File: src/rtl/sma_chan_sched.sv
// Round-robin scheduler sharing one TAPS-deep moving-average datapath among CHANNELS streams.
// Keeps per-channel tap history and accumulator, with a sequenced one-channel-per-cycle flush.
module sma_chan_sched #(
   parameter int unsigned CHANNELS  = 4,
   parameter int unsigned DATA_W    = 16,
   parameter int unsigned TAPS_LOG2 = 2,
   localparam int unsigned CW       = (CHANNELS > 1) ? $clog2(CHANNELS) : 1
) (
   input  logic                        clk,
   input  logic                        rst,
   input  logic [CHANNELS-1:0]         in_valid,
   input  logic [CHANNELS*DATA_W-1:0]  in_data,
   output logic [CHANNELS-1:0]         in_ready,
   input  logic                        flush,
   output logic                        busy,
   output logic                        out_valid,
   input  logic                        out_ready,
   output logic signed [DATA_W-1:0]    out_data,
   output logic [CW-1:0]               out_chan
);

   localparam int unsigned TAPS = 2 ** TAPS_LOG2;
   localparam int unsigned AW   = DATA_W + TAPS_LOG2;

   typedef enum logic {StRun, StFlush} state_e;

   state_e                   state_q;
   logic signed [DATA_W-1:0] hist_q [CHANNELS][TAPS];
   logic signed [AW-1:0]     acc_q  [CHANNELS];
   logic [CW-1:0]            ptr_q;
   logic [CW-1:0]            flush_idx_q;
   logic                     busy_q;
   logic                     out_valid_q;
   logic signed [DATA_W-1:0] out_data_q;
   logic [CW-1:0]            out_chan_q;

   logic signed [DATA_W-1:0] samples [CHANNELS];
   logic                     grant_valid;
   logic [CW-1:0]            grant_idx;
   logic [CW-1:0]            cand;
   logic                     stage_free;
   logic                     xfer;
   logic signed [DATA_W-1:0] x;
   logic signed [AW-1:0]     x_ext;
   logic signed [AW-1:0]     old_ext;
   logic signed [AW-1:0]     acc_d;
   logic signed [AW-1:0]     avg;
   logic signed [DATA_W-1:0] out_data_d;

   for (genvar c = 0; c < int'(CHANNELS); c++) begin : g_unpack
      assign samples[c] = in_data[c*DATA_W +: DATA_W];
   end

   // Search starts one past the last-served channel, wrapping around.
   always_comb begin
      grant_valid = 1'b0;
      grant_idx   = '0;
      cand        = '0;
      for (int i = 1; i <= int'(CHANNELS); i++) begin
         cand = CW'((int'(ptr_q) + i) % int'(CHANNELS));
         if (!grant_valid && in_valid[cand]) begin
            grant_valid = 1'b1;
            grant_idx   = cand;
         end
      end
   end

   assign stage_free = !out_valid_q || out_ready;
   // A flush request takes priority over any grant in the same cycle.
   assign xfer       = (state_q == StRun) && stage_free && !flush && grant_valid;

   always_comb begin
      in_ready = '0;
      for (int c = 0; c < int'(CHANNELS); c++) begin
         in_ready[c] = xfer && (grant_idx == CW'(c));
      end
   end

   assign x          = samples[grant_idx];
   assign x_ext      = {{TAPS_LOG2{x[DATA_W-1]}}, x};
   assign old_ext    = {{TAPS_LOG2{hist_q[grant_idx][TAPS-1][DATA_W-1]}},
                        hist_q[grant_idx][TAPS-1]};
   assign acc_d      = acc_q[grant_idx] - old_ext + x_ext;
   assign avg        = acc_d >>> TAPS_LOG2;
   assign out_data_d = {avg[AW-1], avg[DATA_W-2:0]};

   always_ff @(posedge clk) begin
      if (rst) begin
         state_q     <= StRun;
         ptr_q       <= CW'(CHANNELS - 1);
         flush_idx_q <= '0;
         busy_q      <= 1'b0;
         out_valid_q <= 1'b0;
         out_data_q  <= '0;
         out_chan_q  <= '0;
         for (int c = 0; c < int'(CHANNELS); c++) begin
            acc_q[c] <= '0;
            for (int t = 0; t < int'(TAPS); t++) begin
               hist_q[c][t] <= '0;
            end
         end
      end else begin
         if (xfer) begin
            ptr_q                <= grant_idx;
            acc_q[grant_idx]     <= acc_d;
            hist_q[grant_idx][0] <= x;
            for (int t = 1; t < int'(TAPS); t++) begin
               hist_q[grant_idx][t] <= hist_q[grant_idx][t-1];
            end
            out_valid_q <= 1'b1;
            out_data_q  <= out_data_d;
            out_chan_q  <= grant_idx;
         end else if (out_ready) begin
            out_valid_q <= 1'b0;
         end

         case (state_q)
            StRun: begin
               if (flush) begin
                  state_q     <= StFlush;
                  flush_idx_q <= '0;
                  busy_q      <= 1'b1;
               end
            end
            StFlush: begin
               acc_q[flush_idx_q] <= '0;
               for (int t = 0; t < int'(TAPS); t++) begin
                  hist_q[flush_idx_q][t] <= '0;
               end
               if (flush_idx_q == CW'(CHANNELS - 1)) begin
                  state_q <= StRun;
                  busy_q  <= 1'b0;
               end else begin
                  flush_idx_q <= flush_idx_q + 1'b1;
               end
            end
            default: state_q <= StRun;
         endcase
      end
   end

   assign busy      = busy_q;
   assign out_valid = out_valid_q;
   assign out_data  = out_data_q;
   assign out_chan  = out_chan_q;

endmodule

File: config.mk
export PLATFORM = sky130hd
export DESIGN_NAME = sma_chan_sched
export DESIGN_NICKNAME = d
export VERILOG_FILES = /design/src/rtl/sma_chan_sched.sv
export SDC_FILE = /design/constraint.sdc
export NUM_CORES = 1
export LEC_CHECK = 0
export CAP_MARGIN = 10
export CORE_MARGIN = 4
export CORE_UTILIZATION = 53
export DETAILED_ROUTE_END_ITERATION = 10
export GPL_TIMING_DRIVEN = 0
export HOLD_SLACK_MARGIN = 0.02
export MAX_ROUTING_LAYER = met4
export PLACE_DENSITY = 0.73
export RECOVER_POWER = 100
export SLEW_MARGIN = 40
export SYNTH_ARGS = -nofsm -noshare
export SYNTH_HDL_FRONTEND = slang
export SYNTH_SLANG_ARGS = --single-unit
File: constraint.sdc
create_clock -name clk -period 8 [get_ports clk]
set_clock_uncertainty 0.1 [all_clocks]
set_input_delay 2.4 -clock clk [delete_from_list [all_inputs] [get_ports clk]]
set_output_delay 2.4 -clock clk [all_outputs]
set_load 0.1 [all_outputs]
## Yosys cells after proc, flatten, opt, wreduce, memory -nomap -nowiden

Memories as Yosys holds them, arrays and structs flattened.
Index checks and enable logic that the tools add are counted.

| word-level totals | value |
|---|---|
| bits in registers | 25 |
| word-level logic and storage cells | 104 |
| RAM bits | 328 |
| bits of input ports | 72 |
| output and inout port bits | 24 |
| memories | 2 |

Memories:

| name | depth | bits a word | rd ports | clocked after memory_dff | wr ports | line | RTL |
|---|---|---|---|---|---|---|---|
| hist_q | 4 | 64 | 1 | 0 | 4 | 28 | `logic signed [DATA_W-1:0] hist_q [CHANNELS][TAPS];` |
| acc_q | 4 | 18 | 1 | 0 | 4 | 29 | `logic signed [AW-1:0] acc_q [CHANNELS];` |

| operators by class | value |
|---|---|
| $lt $le $gt $ge | 5 |
| bitwise logic cells | 2 |
| mux-type cells | 50 |
| add/subtract/negate cells | 7 |
| equal/unequal tests | 7 |
| reductions and logical operators | 24 |

Operator list:

| operator | count |
|---|---|
| two-way mux 64 bit | 2 |
| OR reduction 64 bit | 2 |
| two-way mux 18 bit | 2 |
| OR reduction 18 bit | 2 |
| binary-select mux 16 bit (select 2 bit) | 1 |
| two-way mux 16 bit | 2 |
| two-way mux 1 bit | 26 |
| two-way mux 2 bit | 10 |
| adder 18 x 16 -> 18 bit | 1 |
| subtractor 18 x 16 -> 18 bit | 1 |
| < comparator 2 x 3 -> 1 bit, second input constant | 4 |
| logical AND 1 bit | 10 |
| binary-select mux 1 bit (select 2 bit) | 4 |
| adder 2 x 1 -> 2 bit, second input constant | 3 |
| == test 2 bit, second input constant | 3 |
| logical NOT 1 bit | 5 |
| adder 2 bit, second input constant | 2 |
| inequality test 2 bit, second input constant | 2 |
| one-hot mux 1 bit (2 select lines) | 2 |
| one-hot mux 2 bit (2 select lines) | 1 |
| AND reduction 2 bit | 2 |
| greater-or-equal comparator 3 bit, second input constant | 1 |
| NOT 2 -> 3 bit | 1 |
| == test 2 x 1 -> 1 bit, second input constant | 1 |
| 5 further kinds | 5 |

## Depth between registers and ports, before layout

| depth | value |
|---|---|
| word-level depth | 20 |
| depth in mapped cells | 21 |
| mapped depth without buffers | 18 |

## Worst setup path before layout

OpenSTA, ideal clock, no wires.

| path | value |
|---|---|
| path type | input-to-output |
| start | in in_valid[3] |
| end | out in_ready[0] |
| data arrival time | 5574 ps |
| setup slack | -74 ps |
| buffers on the path | 4 |
| stages on the path | 8 |
| required time | 5500 ps |
| path through | nand2b_1 -> o21ai_1 -> a211o_1 -> buf_2 -> buf_2 -> buf_2 -> buf_1 -> nor3_1 |

| between the ends | value |
|---|---|
| word-level cells in the longest chain between the ends | 14 |
| elaborated cells on any way between the ends | 25 |
| those cells by class | mux: 16; reduce/logical: 9 |

RTL lines:

| what | line | RTL |
|---|---|---|
| start, declared | 11 | `input logic [CHANNELS-1:0] in_valid,` |
| binary-select mux 1 bit (select 2 bit) | 61 | `if (!grant_valid && in_valid[cand]) begin` |
| two-way mux 1 bit (not written as such) | 61 |  |
| two-way mux 1 bit | 61 |  |
| logical NOT 1 bit | 61 |  |
| logical AND 1 bit | 61 |  |
| two-way mux 1 bit | 61 |  |
| logical NOT 1 bit | 61 |  |
| logical AND 1 bit | 61 |  |
| two-way mux 1 bit | 61 |  |
| logical NOT 1 bit | 61 |  |
| logical AND 1 bit | 61 |  |
| two-way mux 2 bit or two-way mux 1 bit (tied branches) | 61 |  |
| logical NOT 2 bit or logical AND 1 bit (tied branches) | 75, 70 |  |
| logical AND 1 bit (*) | 75 | `in_ready[c] = xfer && (grant_idx == CW'(c));` |
| end, declared | 13 | `output logic [CHANNELS-1:0] in_ready,` |

Every way passes the cells marked *; elsewhere a longest branch is shown, timed or not. The select of a mux whose other input is x is not followed.

## Worst setup path in the final report

| path | value |
|---|---|
| start | in in_valid[3] |
| end | out in_ready[2] |

| between the ends | value |
|---|---|
| word-level cells in the longest chain between the ends | 14 |
| elaborated cells on any way between the ends | 25 |
| those cells by class | eq/ne: 1; mux: 16; reduce/logical: 8 |

RTL lines:

| what | line |
|---|---|
| binary-select mux 1 bit (select 2 bit) | 61 |
| two-way mux 1 bit (not written as such) | 61 |
| two-way mux 1 bit | 61 |
| logical NOT 1 bit | 61 |
| logical AND 1 bit | 61 |
| two-way mux 1 bit | 61 |
| logical NOT 1 bit | 61 |
| logical AND 1 bit | 61 |
| two-way mux 1 bit | 61 |
| logical NOT 1 bit | 61 |
| logical AND 1 bit | 61 |
| two-way mux 2 bit or two-way mux 1 bit (tied branches) | 61 |
| == test 2 bit or logical AND 1 bit (tied branches) | 75, 70 |
| logical AND 1 bit (*) | 75 |

Marks and branches as above.

==> reports/summary.txt <==
status: finished, violations left
violations in the final reports: capacitance limit, slew limit
Hold Fails Final Rpt: 0
CTS Sinks: 353
Clock Latency Late Sink: 0.54 ns
Post-synth EDFFs: 328
crit start category: primary input
switching power: 2.11 mW
clock power share: 0.307
met1 usage: 0.354
main flop type after synthesis: edfxtp_1
placed insts: 2,191
Post-Layout Cell Count: 2,259
Top delay family on crit path: buffers and inverters
Reg-to-Reg Start: ptr_q[0]
Synth Cell Area: 0.0170 mm2
Area contributors post-synth: edfxtp_1 (58%), nand2_1 (8.9%), nor2_1 (8.4%)
simple-gate area share of the yosys netlist: 0.220
Tcrit/Tclk final: 0.984
crit path max fanout: 10
initial antenna violation count: 0
RSZ-0062 raised after global routing: no
Hold Path Depth: 2
met3 Use GR: 0.0502
CTS tree: done
Yosys warnings: 0
Initial DRC Count: 1,712
Final Max Slew Viols: 66
Seq pwr share: 0.382
reg-to-reg endpoint: acc_q[3][12]
WHS Endpoint: out_data[11]
Reg clk slew, reported paths: 0.06 ns
antenna-violating nets left: 0
total die area: 0.0349 mm2
mux contribution to synthesized area: 0.0195
CTS Buf Count: 37
syn_nets: 1,795
Post-Syn Instances: 1,686
max-capacitance violation count: 3
Pwr Density: 304 mW/mm2
total track usage: 0.277
largest net degree at the start of global routing: 34
slowest stage cell, crit path: clkdlybuf4s50_1
Yosys top cell area share: 0.580
compound-cell area share of the yosys netlist: 0.0646
ANT cells: 0
Starting Density: 0.538
FF-to-FF path depth: 19
crit path cell chain: clkdlybuf4s50_1 -> nand2b_1 -> a21oi_1 -> a211o_1 -> buf_2 -> buf_2 -> buf_2 -> buf_2 -> clkbuf_2 -> nor2_1 -> buf_2
hold path startpoint: out_data[11]
Peak Freq: 127 MHz
Critical Path Sink Type: output pin
# Post-CTS Setup Buffers: 0
setup violation total in the final timing report: 0
DP HPWL: 33,200 um
Leakage: 7.79 nW
R2R Setup Slk: 2.37 ns
TritonRoute pass-1 iters: 5
Syn-to-layout area delta: 15.1%
kind of critical path: in -> out
HP Class: reg -> reg
Tmin final: 7.87 ns
share of layout cells above drive strength 1: 0.0565
total vias in the final route: 13,187
post-synth top area cell: edfxtp_1
Post-Synth Adder-Cell Area: 0.0348
Required @ worst endpoint: 5.50 ns
CP most frequent cell: buf_2
most common cell after layout, fill and taps aside: nand2_1
clock buffer depth: 3
Seq cells post-synth: 353
num rows: 65
Gate power share: 0.311
# fillers: 2,545
post-synthesis sequential area ratio: 0.610
Slew Limit Headroom: -0.350
largest family of logic cells by synthesized area: simple AND/OR/NAND/NOR gates
Cell Int Power: 3.82 mW
Crit path arrival time: 5.37 ns
core area: 0.0316 mm2
vias per cell: 5.84
synth unique cells: 52
Synth Area in XOR/XNOR: 0.00826
root buffer cell: clkbuf_16
Core Util, Final: 0.619
PostCTS Resize Cnt: 0
io pins: 96
commonest non-fill, non-tap cells in the layout: nand2_1 (405), nor2_1 (380), edfxtp_1 (328), clkbuf_1 (98), nand3_1 (81)
RePlAce Congestion: 0.931
slew at the pin closest to its max-slew limit: 2.00 ns
Die Height: 187 um
number of global-route vias before repair: 12,900
Peak VDD IR: 0.162 mV
routed length per instance: 21.3 um
port bufs: 95
CTS Hold Bufs: 0
Switching Share: 0.356
total congestion overflow: 0
DRC Markers: 0
buffers plus inverters on the worst setup path: 7
nets@finish: 1,937
GR peak layer: met2
met2 Usage GRT: 0.451
FFs w/ async S/R, synth: 0
total length of routed wires: 48,100 um
Die W: 187 um
first-pass GRT wire length: 73,300 um
H-tree depth: 2
Max stage delay on crit path: 0.55 ns
mean post-synth cell area: 10.1 um2
final cells by class:
cell class	instances	area (um2)	area share
Buffer	109	472	0.0241
Clock buffer	49	1010	0.0518
Clock inverter	19	268	0.0137
Inverter	55	206	0.0106
Multi-Input combinational cell	1169	5850	0.299
Sequential cell	353	10300	0.530
Tap cell	402	503	0.0257
Timing Repair Buffer	103	877	0.0449
how the worst max path moves through the flow:
| stage | start | endpoint | cells after the start |
|---|---|---|---|
| 2_1_floorplan | in_valid[3] | in_ready[2] | 9 |
| 3_3_place_gp | in_valid[1] | in_ready[1] | 10 |
| 3_5_place_dp | in_valid[1] | acc_q[3][12] | 21 |
| 4_1_cts | in_valid[1] | in_ready[1] | 10 |
| 5_1_grt | in_valid[1] | hist_q[2][20] | 11 |
| 6_report | in_valid[3] | in_ready[2] | 11 |
power by group through the flow:
stage	Sequential, mW	Combinational, mW	Clock, mW
finish	2.27	1.85	1.82
CTS	2.26	1.85	1.82
floorplan	2.59	1.04	0
global route	2.28	2.00	1.90
detailed placement	2.30	1.83	0
global placement	2.31	1.81	0
registers in the layout (all words and copies together), names as in the netlist:
| name | count |
|---|---|
| out_chan | 2 |
| ptr_q | 2 |
| out_data | 16 |
| out_valid | 1 |
| busy | 1 |
| acc_q | 72 |
| flush_idx_q | 2 |
| state_q | 1 |
| hist_q | 256 |
tightest hold or removal path, delay by kind of cell, from the launching register on:
| kind | cells | cell delay [ns] |
|---|---|---|
| AND/OR/NAND/NOR | 2 | 0.09 |
| flip-flops | 1 | 0.31 |
Yosys cell counts, types with 2 or more instances:
cell	n
clkbuf_1	37
o21a_1	3
a21oi_1	17
ha_1	20
or3_4	2
o21bai_1	2
o31ai_1	2
o21ai_2	4
nor3b_1	3
o211ai_1	48
nor2b_1	4
buf_6	4
edfxtp_1	328
nand3_1	81
a21o_1	5
nand2_1	404
buf_4	3
a211o_1	2
a211oi_1	17
and2_0	4
and2_1	14
nor3_1	5
xor2_1	6
nor2_1	380
nand2b_1	15
buf_1	12
a311o_1	2
o22ai_1	2
o21ai_1	2
and3_1	5
xnor2_1	10
buf_2	53
fa_1	17
a31oi_1	21
o21ai_0	25
dfxtp_1	25
mux2i_1	33
inv_1	54
a22o_1	2
metal layers:
layer	share of wire	wire, um
met5	0	0
met4	0.039	1890
met3	0.099	4760
met2	0.48	23200
met1	0.38	18300
stage by stage:
| step | setup slack [ns] | TNS, ns | total power [mW] | cell area, um2 | hold slack, ns |
|---|---|---|---|---|---|
| global route | 0.0246 | 0 | 6.18 | 19500 | 0.358 |
| global placement | -0.705 | -3.24 | 4.12 | 18400 | 0.329 |
| detailed placement | -0.134 | -0.744 | 4.13 | 18500 | 0.331 |
| CTS | 0.0226 | 0 | 5.93 | 19800 | 0.340 |
| finish | 0.127 | 0 | 5.93 | 19500 | 0.342 |
| floorplan | 0.607 | 0 | 3.63 | 17000 | 0.375 |
cell families after synthesis:
family                     Yosys count
and+or+nand+nor                    924
AOI/OAI and AO/OA                  159
adders and majority gates           37
buffers and inverters              164
DFF                                353
xor gates and xnor gates            16
muxes                               33
No activity file was read; power rests on OpenSTA's default activity.
